File: src/rtl/iram_loader_if.sv
// iram_loader_if: bundles the FIFO read side, the IRAM write port and the
// loader status lines between iram_loader and its surroundings.
// Ports: rx_empty/r_data/rd_uart (FIFO), iram_wa/iram_wen/iram_din (IRAM),
//        busy/done/err/words_loaded (status to top level).
// Modports: master = loader side, slave = FIFO/IRAM/top-level side.
interface iram_loader_if #(
  parameter int WIDTH          = 16,
  parameter int IRAM_ADDR_BITS = 8
);
  logic                      rx_empty;
  logic [7:0]                r_data;
  logic                      rd_uart;
  logic [IRAM_ADDR_BITS-1:0] iram_wa;
  logic                      iram_wen;
  logic [WIDTH-1:0]          iram_din;
  logic                      busy;
  logic                      done;
  logic                      err;
  logic [8:0]                words_loaded;

  modport master (
    input  rx_empty, r_data,
    output rd_uart, iram_wa, iram_wen, iram_din, busy, done, err, words_loaded
  );

  modport slave (
    output rx_empty, r_data,
    input  rd_uart, iram_wa, iram_wen, iram_din, busy, done, err, words_loaded
  );
endinterface

File: src/rtl/iram_loader.sv
// iram_loader: framed UART byte stream (sync, count, big-endian words,
// optional checksum) to IRAM writer; holds the CPU via busy during a frame.
// Latency: LO byte popped at t -> iram_wen at t+1, words_loaded at t+2.
// Backpressure: pops only when rx_empty=0, at most one byte per 2 cycles;
// an empty FIFO just stalls the frame until TIMEOUT idle cycles elapse.
// Ports: clk, reset (async, active-high); bus (iram_loader_if.master).
// Option: define IRAM_LOADER_CHECKSUM_EN to require and check a trailing
// modulo-256 sum of all data bytes.
module iram_loader #(
  parameter int         WIDTH          = 16,
  parameter int         IRAM_ADDR_BITS = 8,
  parameter logic [7:0] SYNC_BYTE      = 8'h55,
  parameter int         TIMEOUT        = 1000000
) (
  input logic           clk,
  input logic           reset,
  iram_loader_if.master bus
);

  localparam int TW = $clog2(TIMEOUT + 1);

  typedef enum logic [2:0] {
    S_IDLE, S_LEN, S_HI, S_LO, S_WR,
`ifdef IRAM_LOADER_CHECKSUM_EN
    S_CSUM,
`endif
    S_DONE, S_ERR
  } state_t;

  state_t                    r_state;
  state_t                    w_next;
  logic                      r_pop_prev;
  logic [7:0]                r_hi;
  logic [7:0]                r_lo;
  logic [IRAM_ADDR_BITS-1:0] r_addr;
  logic [8:0]                r_n;
  logic [8:0]                r_words;
  logic                      r_err;
  logic [TW-1:0]             r_tmo;
`ifdef IRAM_LOADER_CHECKSUM_EN
  logic [7:0]                r_csum;
`endif

  logic             w_in_frame;
  logic             w_can_pop;
  logic             w_pop;
  logic             w_sync;
  logic             w_tmo;
  logic             w_wen;
  logic             w_done;
  logic [WIDTH-1:0] w_din;

  // The write cycle and the checksum wait still count as "in frame" so the
  // idle-gap timer keeps running across them.
  assign w_in_frame = (r_state == S_LEN) || (r_state == S_HI) ||
                      (r_state == S_LO)  || (r_state == S_WR)
`ifdef IRAM_LOADER_CHECKSUM_EN
                      || (r_state == S_CSUM)
`endif
                      ;

  // DONE/ERR do not pop, so a following sync byte is never swallowed there.
  assign w_can_pop = (r_state == S_IDLE) || (w_in_frame && (r_state != S_WR));

  // reset gates the strobe so no pop leaks out while reset is held.
  assign w_pop  = !reset && w_can_pop && !bus.rx_empty && !r_pop_prev;
  assign w_sync = (r_state == S_IDLE) && w_pop && (bus.r_data == SYNC_BYTE);

  // r_tmo holds cycles since the last consumed byte; leaving on TIMEOUT-1
  // makes err visible exactly TIMEOUT cycles after that byte.
  assign w_tmo = w_in_frame && !w_pop && (r_tmo == TW'(TIMEOUT - 1));

  assign w_din = {r_hi, r_lo};

  always_ff @(posedge clk or posedge reset) begin
    if (reset) r_state <= S_IDLE;
    else       r_state <= w_next;
  end

  always_comb begin
    w_next = r_state;
    w_wen  = 1'b0;
    w_done = 1'b0;
    case (r_state)
      S_IDLE: if (w_sync) w_next = S_LEN;
      S_LEN:  if (w_pop)  w_next = S_HI;
      S_HI:   if (w_pop)  w_next = S_LO;
      S_LO:   if (w_pop)  w_next = S_WR;
      S_WR: begin
        w_wen = 1'b1;
        if (r_words + 9'd1 == r_n) begin
`ifdef IRAM_LOADER_CHECKSUM_EN
          w_next = S_CSUM;
`else
          w_next = S_DONE;
`endif
        end else begin
          w_next = S_HI;
        end
      end
`ifdef IRAM_LOADER_CHECKSUM_EN
      S_CSUM: if (w_pop) w_next = (bus.r_data == r_csum) ? S_DONE : S_ERR;
`endif
      S_DONE: begin
        w_done = 1'b1;
        w_next = S_IDLE;
      end
      S_ERR:   w_next = S_IDLE;
      default: w_next = S_IDLE;
    endcase
    if (w_tmo) w_next = S_ERR;
  end

  always_ff @(posedge clk or posedge reset) begin
    if (reset) begin
      r_pop_prev <= 1'b0;
      r_hi       <= '0;
      r_lo       <= '0;
      r_addr     <= '0;
      r_n        <= '0;
      r_words    <= '0;
      r_err      <= 1'b0;
      r_tmo      <= '0;
`ifdef IRAM_LOADER_CHECKSUM_EN
      r_csum     <= '0;
`endif
    end else begin
      r_pop_prev <= w_pop;

      if (w_pop)           r_tmo <= TW'(1);
      else if (w_in_frame) r_tmo <= r_tmo + TW'(1);
      else                 r_tmo <= '0;

      if (w_next == S_ERR) r_err <= 1'b1;

      case (r_state)
        S_IDLE: if (w_sync) begin
          r_err   <= 1'b0;
          r_words <= '0;
          r_addr  <= '0;
`ifdef IRAM_LOADER_CHECKSUM_EN
          r_csum  <= '0;
`endif
        end
        // A count byte of 0 stands for 256 words.
        S_LEN: if (w_pop) r_n <= {(bus.r_data == 8'd0), bus.r_data};
        S_HI: if (w_pop) begin
          r_hi   <= bus.r_data;
`ifdef IRAM_LOADER_CHECKSUM_EN
          r_csum <= r_csum + bus.r_data;
`endif
        end
        S_LO: if (w_pop) begin
          r_lo   <= bus.r_data;
`ifdef IRAM_LOADER_CHECKSUM_EN
          r_csum <= r_csum + bus.r_data;
`endif
        end
        // Address wraps silently at the IRAM depth.
        S_WR: begin
          r_addr  <= r_addr + IRAM_ADDR_BITS'(1);
          r_words <= r_words + 9'd1;
        end
        default: ;
      endcase
    end
  end

  assign bus.rd_uart      = w_pop;
  assign bus.iram_wa      = r_addr;
  assign bus.iram_wen     = w_wen;
  assign bus.iram_din     = w_din;
  assign bus.busy         = w_in_frame;
  assign bus.done         = w_done;
  assign bus.err          = r_err;
  assign bus.words_loaded = r_words;

endmodule

File: src/flat_wrapper.sv
// flat-port wrapper written by rule: the top's interface ports become plain ports
module iram_loader_flat 
#(
  parameter int         WIDTH          = 16,
  parameter int         IRAM_ADDR_BITS = 8,
  parameter logic [7:0] SYNC_BYTE      = 8'h55,
  parameter int         TIMEOUT        = 1000000
)
  (clk, reset, bus_rx_empty, bus_r_data, bus_rd_uart, bus_iram_wa, bus_iram_wen, bus_iram_din, bus_busy, bus_done, bus_err, bus_words_loaded);
  iram_loader_if #(.WIDTH(WIDTH), .IRAM_ADDR_BITS(IRAM_ADDR_BITS)) bus_i ();
  input logic clk;
  input logic reset;
  input wire logic [$bits(bus_i.rx_empty)-1:0] bus_rx_empty;
  input wire logic [$bits(bus_i.r_data)-1:0] bus_r_data;
  output wire logic [$bits(bus_i.rd_uart)-1:0] bus_rd_uart;
  output wire logic [$bits(bus_i.iram_wa)-1:0] bus_iram_wa;
  output wire logic [$bits(bus_i.iram_wen)-1:0] bus_iram_wen;
  output wire logic [$bits(bus_i.iram_din)-1:0] bus_iram_din;
  output wire logic [$bits(bus_i.busy)-1:0] bus_busy;
  output wire logic [$bits(bus_i.done)-1:0] bus_done;
  output wire logic [$bits(bus_i.err)-1:0] bus_err;
  output wire logic [$bits(bus_i.words_loaded)-1:0] bus_words_loaded;
  assign bus_i.rx_empty = bus_rx_empty;
  assign bus_i.r_data = bus_r_data;
  assign bus_rd_uart = bus_i.rd_uart;
  assign bus_iram_wa = bus_i.iram_wa;
  assign bus_iram_wen = bus_i.iram_wen;
  assign bus_iram_din = bus_i.iram_din;
  assign bus_busy = bus_i.busy;
  assign bus_done = bus_i.done;
  assign bus_err = bus_i.err;
  assign bus_words_loaded = bus_i.words_loaded;
  iram_loader #(.WIDTH(WIDTH), .IRAM_ADDR_BITS(IRAM_ADDR_BITS), .SYNC_BYTE(SYNC_BYTE), .TIMEOUT(TIMEOUT)) u_core (.clk(clk), .reset(reset), .bus(bus_i));
endmodule
File: config.mk
export PLATFORM = sky130hd
export DESIGN_NAME = iram_loader_flat
export DESIGN_NICKNAME = d
export VERILOG_FILES = /design/src/rtl/iram_loader_if.sv /design/src/rtl/iram_loader.sv /design/src/flat_wrapper.sv
export SDC_FILE = /design/constraint.sdc
export NUM_CORES = 1
export LEC_CHECK = 0
export ABC_AREA = 1
export BUFFER_PORTS_ARGS = -buffer_cell sky130_fd_sc_hd__buf_2
export CAP_MARGIN = 10
export CORE_UTILIZATION = 45
export CTS_BUF_LIST = sky130_fd_sc_hd__clkbuf_4
export CTS_CLUSTER_DIAMETER = 200
export DETAILED_ROUTE_END_ITERATION = 12
export PLACE_DENSITY = 0.76
export SYNTH_ARGS = -nofsm -noshare
export SYNTH_HDL_FRONTEND = slang
export SYNTH_SLANG_ARGS = --single-unit
export TNS_END_PERCENT = 30
File: constraint.sdc
create_clock -name clk -period 2.6 [get_ports clk]
set_clock_uncertainty 0.2 [all_clocks]
set_input_delay 0.26 -clock clk [delete_from_list [all_inputs] [get_ports clk]]
set_output_delay 0.26 -clock clk [all_outputs]
set_load 0.1 [all_outputs]
==> impl_metrics.toml <==
[timing]
tightestPinTransition_ns = 0.834
period_minus_slack_ns = 2.45
rsz0062_at_grt = "false"
fin_hold_ws_ns = 0.0282
finalSetupTns_ns = 0
setup_violations = 0
post-route-period-util_pct = 94.3
hold_viol_final = 0
maxSlewViolCount = 0
slew_headroom_pct = 44.4
worst_slack_ns = 0.148
timing.fmax_ghz = 0.408

[cts]
cts_inserted_buffers = 9
clockBufferDepth = 2
cts.clk_slew.worst_paths_ns = 0.10
root_buffer = "clkbuf_4"
cts.sinks = 67
cts.htree.levels = 3
cts_tree = "yes"
post_cts_buffers = 0
clk_latency_ns = 0.40
cts_resized = 0

[synthesis]
synth_area_leaders = "dfrtp_1, nand2_1, o21ai_0"
netlist_area_um2 = 3340
synth_edf_count = 0
synth-seq-cells = 67
synthFlopType = "dfrtp_1"
synth_common_cells = "nand2_1, dfrtp_1, inv_1, o21ai_0, nor2_1"
synthArstFlopShare_pct = 100
syn-num-nets = 426
ys_seq_area_share_pct = 50.2
synth_top_area_cell = "dfrtp_1"
synth_top_area_share_pct = 50.2
synthesis.yosys.warnings = 0
synth.most_common_cell = "nand2_1"
syn_inst = 412
synth_area_per_cell_um2 = 8.11
synth_cell_types = 34

[floorplanning]
die_w_um = 88.1
core_um2 = 7210
fp-row-count = 31
start_util_pct = 46.3
die_y_um = 88.1
ios = 49
dieArea_um2 = 7770

[hold_path]
hold_path.class = "in2reg"
worstHoldEndpoint = "u_core.r_hi[6]"
worstHoldStart = "bus_r_data[6]"
holdPathStages = 3

[grt]
grt.total_usage_pct = 21.1
grt_first_pass_wirelength_um = 12400
grt_max_degree = 68
grt_pass1_vias = 2672
grt_overflow = 0
antenna_found_initial = 0

[power]
total_leakage_power_uw = 0.00194
powerDensity_nw_per_um2 = 1190
vdd_ir_drop_max_mv = 1.13

[critical_path]
reg2reg_depth = 6
path_class = "in2reg"
cp-end-kind = "register"
critPathMaxFanout = 5
rrSetupSlack_ns = 0.35
regToRegStartpoint = "u_core.r_state[2]"
r2r_end = "u_core.r_n[8]"
worstPathArrival_ns = 2.60
worstPathRequired_ns = 2.74
crit_path_start_kind = "primary input"

[routing]
routedWlPerCell_um = 12.8
drc_errors = 0
vias = 2963
drt-total-wl_um = 7430
vias_per_cell = 5.10
detail-route-antenna-nets = 0
first_pass_iters = 4
first_iter_violations = 191

[job]
drv_cap = 0

[cells_and_area]
drive_gt1_share_pct = 16.4
nNetsFinal = 491
diodes = 0
area_growth_pct = 17.4

[run_status]
status = "complete, no violations"

[placement]
pre_cts_ws_ns = 0.544
dpl.hpwl_um = 5440
gp_congestion = 0.848
port_buffers = 48
## area by class of cell
class | count | area, um^2
Clock buffer | 11 | 82.6
Clock inverter | 5 | 20.0
Fill cell | 709 | 3290
Inverter | 57 | 220
Multi-Input combinational cell | 281 | 1430
Sequential cell | 67 | 1680
Tap cell | 99 | 124
Timing Repair Buffer | 61 | 363
## critical path, stage by stage
cell and delay, ns:
dlygate4sd3_1 0.53, buf_2 0.11, inv_1 0.15, nand2_1 0.08, dlygate4sd3_1 0.57, o41ai_1 0.31
dlygate4sd3_1 0.58
## what timing repair did
action	in CTS	in global routing
setup endpoints to repair	0	0
endpoints found under the hold margin	59	0
hold buffers	10	0
## cell usage in the layout (no fill, tap or decap), types with 2 or more instances in the layout
| master | count |
|---|---|
| xnor2_1 | 3 |
| nand4_1 | 7 |
| nor3_2 | 2 |
| buf_2 | 48 |
| dlygate4sd3_1 | 10 |
| nor3_1 | 8 |
| o21a_1 | 3 |
| nand3_1 | 32 |
| clkinv_1 | 4 |
| o22ai_1 | 7 |
| o21ai_0 | 43 |
| clkbuf_4 | 11 |
| inv_1 | 55 |
| nand2_1 | 98 |
| buf_4 | 3 |
| nor2_4 | 3 |
| nor4_1 | 3 |
| ha_1 | 3 |
| xor2_1 | 2 |
| nand3_2 | 3 |
| nor2_1 | 37 |
| a21oi_1 | 12 |
| dfrtp_1 | 67 |
| nand3b_1 | 2 |
## power breakdown
group	total [uW]	internal, uW	switching [uW]	leakage [uW]
clock network	551	205	346	0.0000608
registers	1450	1260	190	0.000839
logic	2650	573	2080	0.00104
total	4650	2030	2620	0.00194
## worst max-delay path by stage
stage | start | end | slack [ns]
final | bus_r_data[0] | u_core.r_n[8] | 0.15
after global routing | bus_r_data[0] | u_core.r_n[8] | 0.13
after CTS | bus_r_data[0] | u_core.r_n[8] | 0.21
after detailed placement | u_core.r_state[1] | u_core.bus.err | 0.54
after global placement | u_core.bus.words_loaded[0] | u_core.r_state[0] | 0.63
after floorplan | reset | u_core.r_n[8] | 0.001
## layer usage
layer,part of all wire [%],track usage [%],vias up
li1,-,-,1485
met1,44,28.8,1377
met2,48,32.3,95
met3,6.6,6.31,6
met4,1.2,7.04,0
met5,0,0,-
## registers in the layout (all words and copies together), names as in the netlist
register	cells
u_core.bus.words_loaded	9
u_core.bus.err	1
u_core.r_state	3
u_core.r_n	9
u_core.r_pop_prev	1
u_core.r_tmo	20
u_core.bus.iram_wa	8
u_core.r_lo	8
u_core.r_hi	8
## metrics by stage
stage | power [uW] | cells | area, um^2 | utilization (%)
6_report | 4650 | 581 | 3920 | 54.3
5_1_grt | 4990 | 581 | 3920 | 54.3
4_1_cts | 4680 | 581 | 3920 | 54.3
3_5_place_dp | 4110 | 555 | 3720 | 51.5
3_3_place_gp | 4040 | 555 | 3720 | 51.5
2_1_floorplan | 3650 | 412 | 3360 | -
## cells by family (layout without fill, tap and decap cells)
kind of cell	Yosys count	count (layout)	synth area share (%)
simple gates	202	202	27.8
compound gates	70	70	11.5
flops	67	67	50.2
xor+xnor	6	6	1.99
fa+ha+maj	3	3	1.12
buf+inv	64	134	7.38
(Power assumes the default switching activity.)
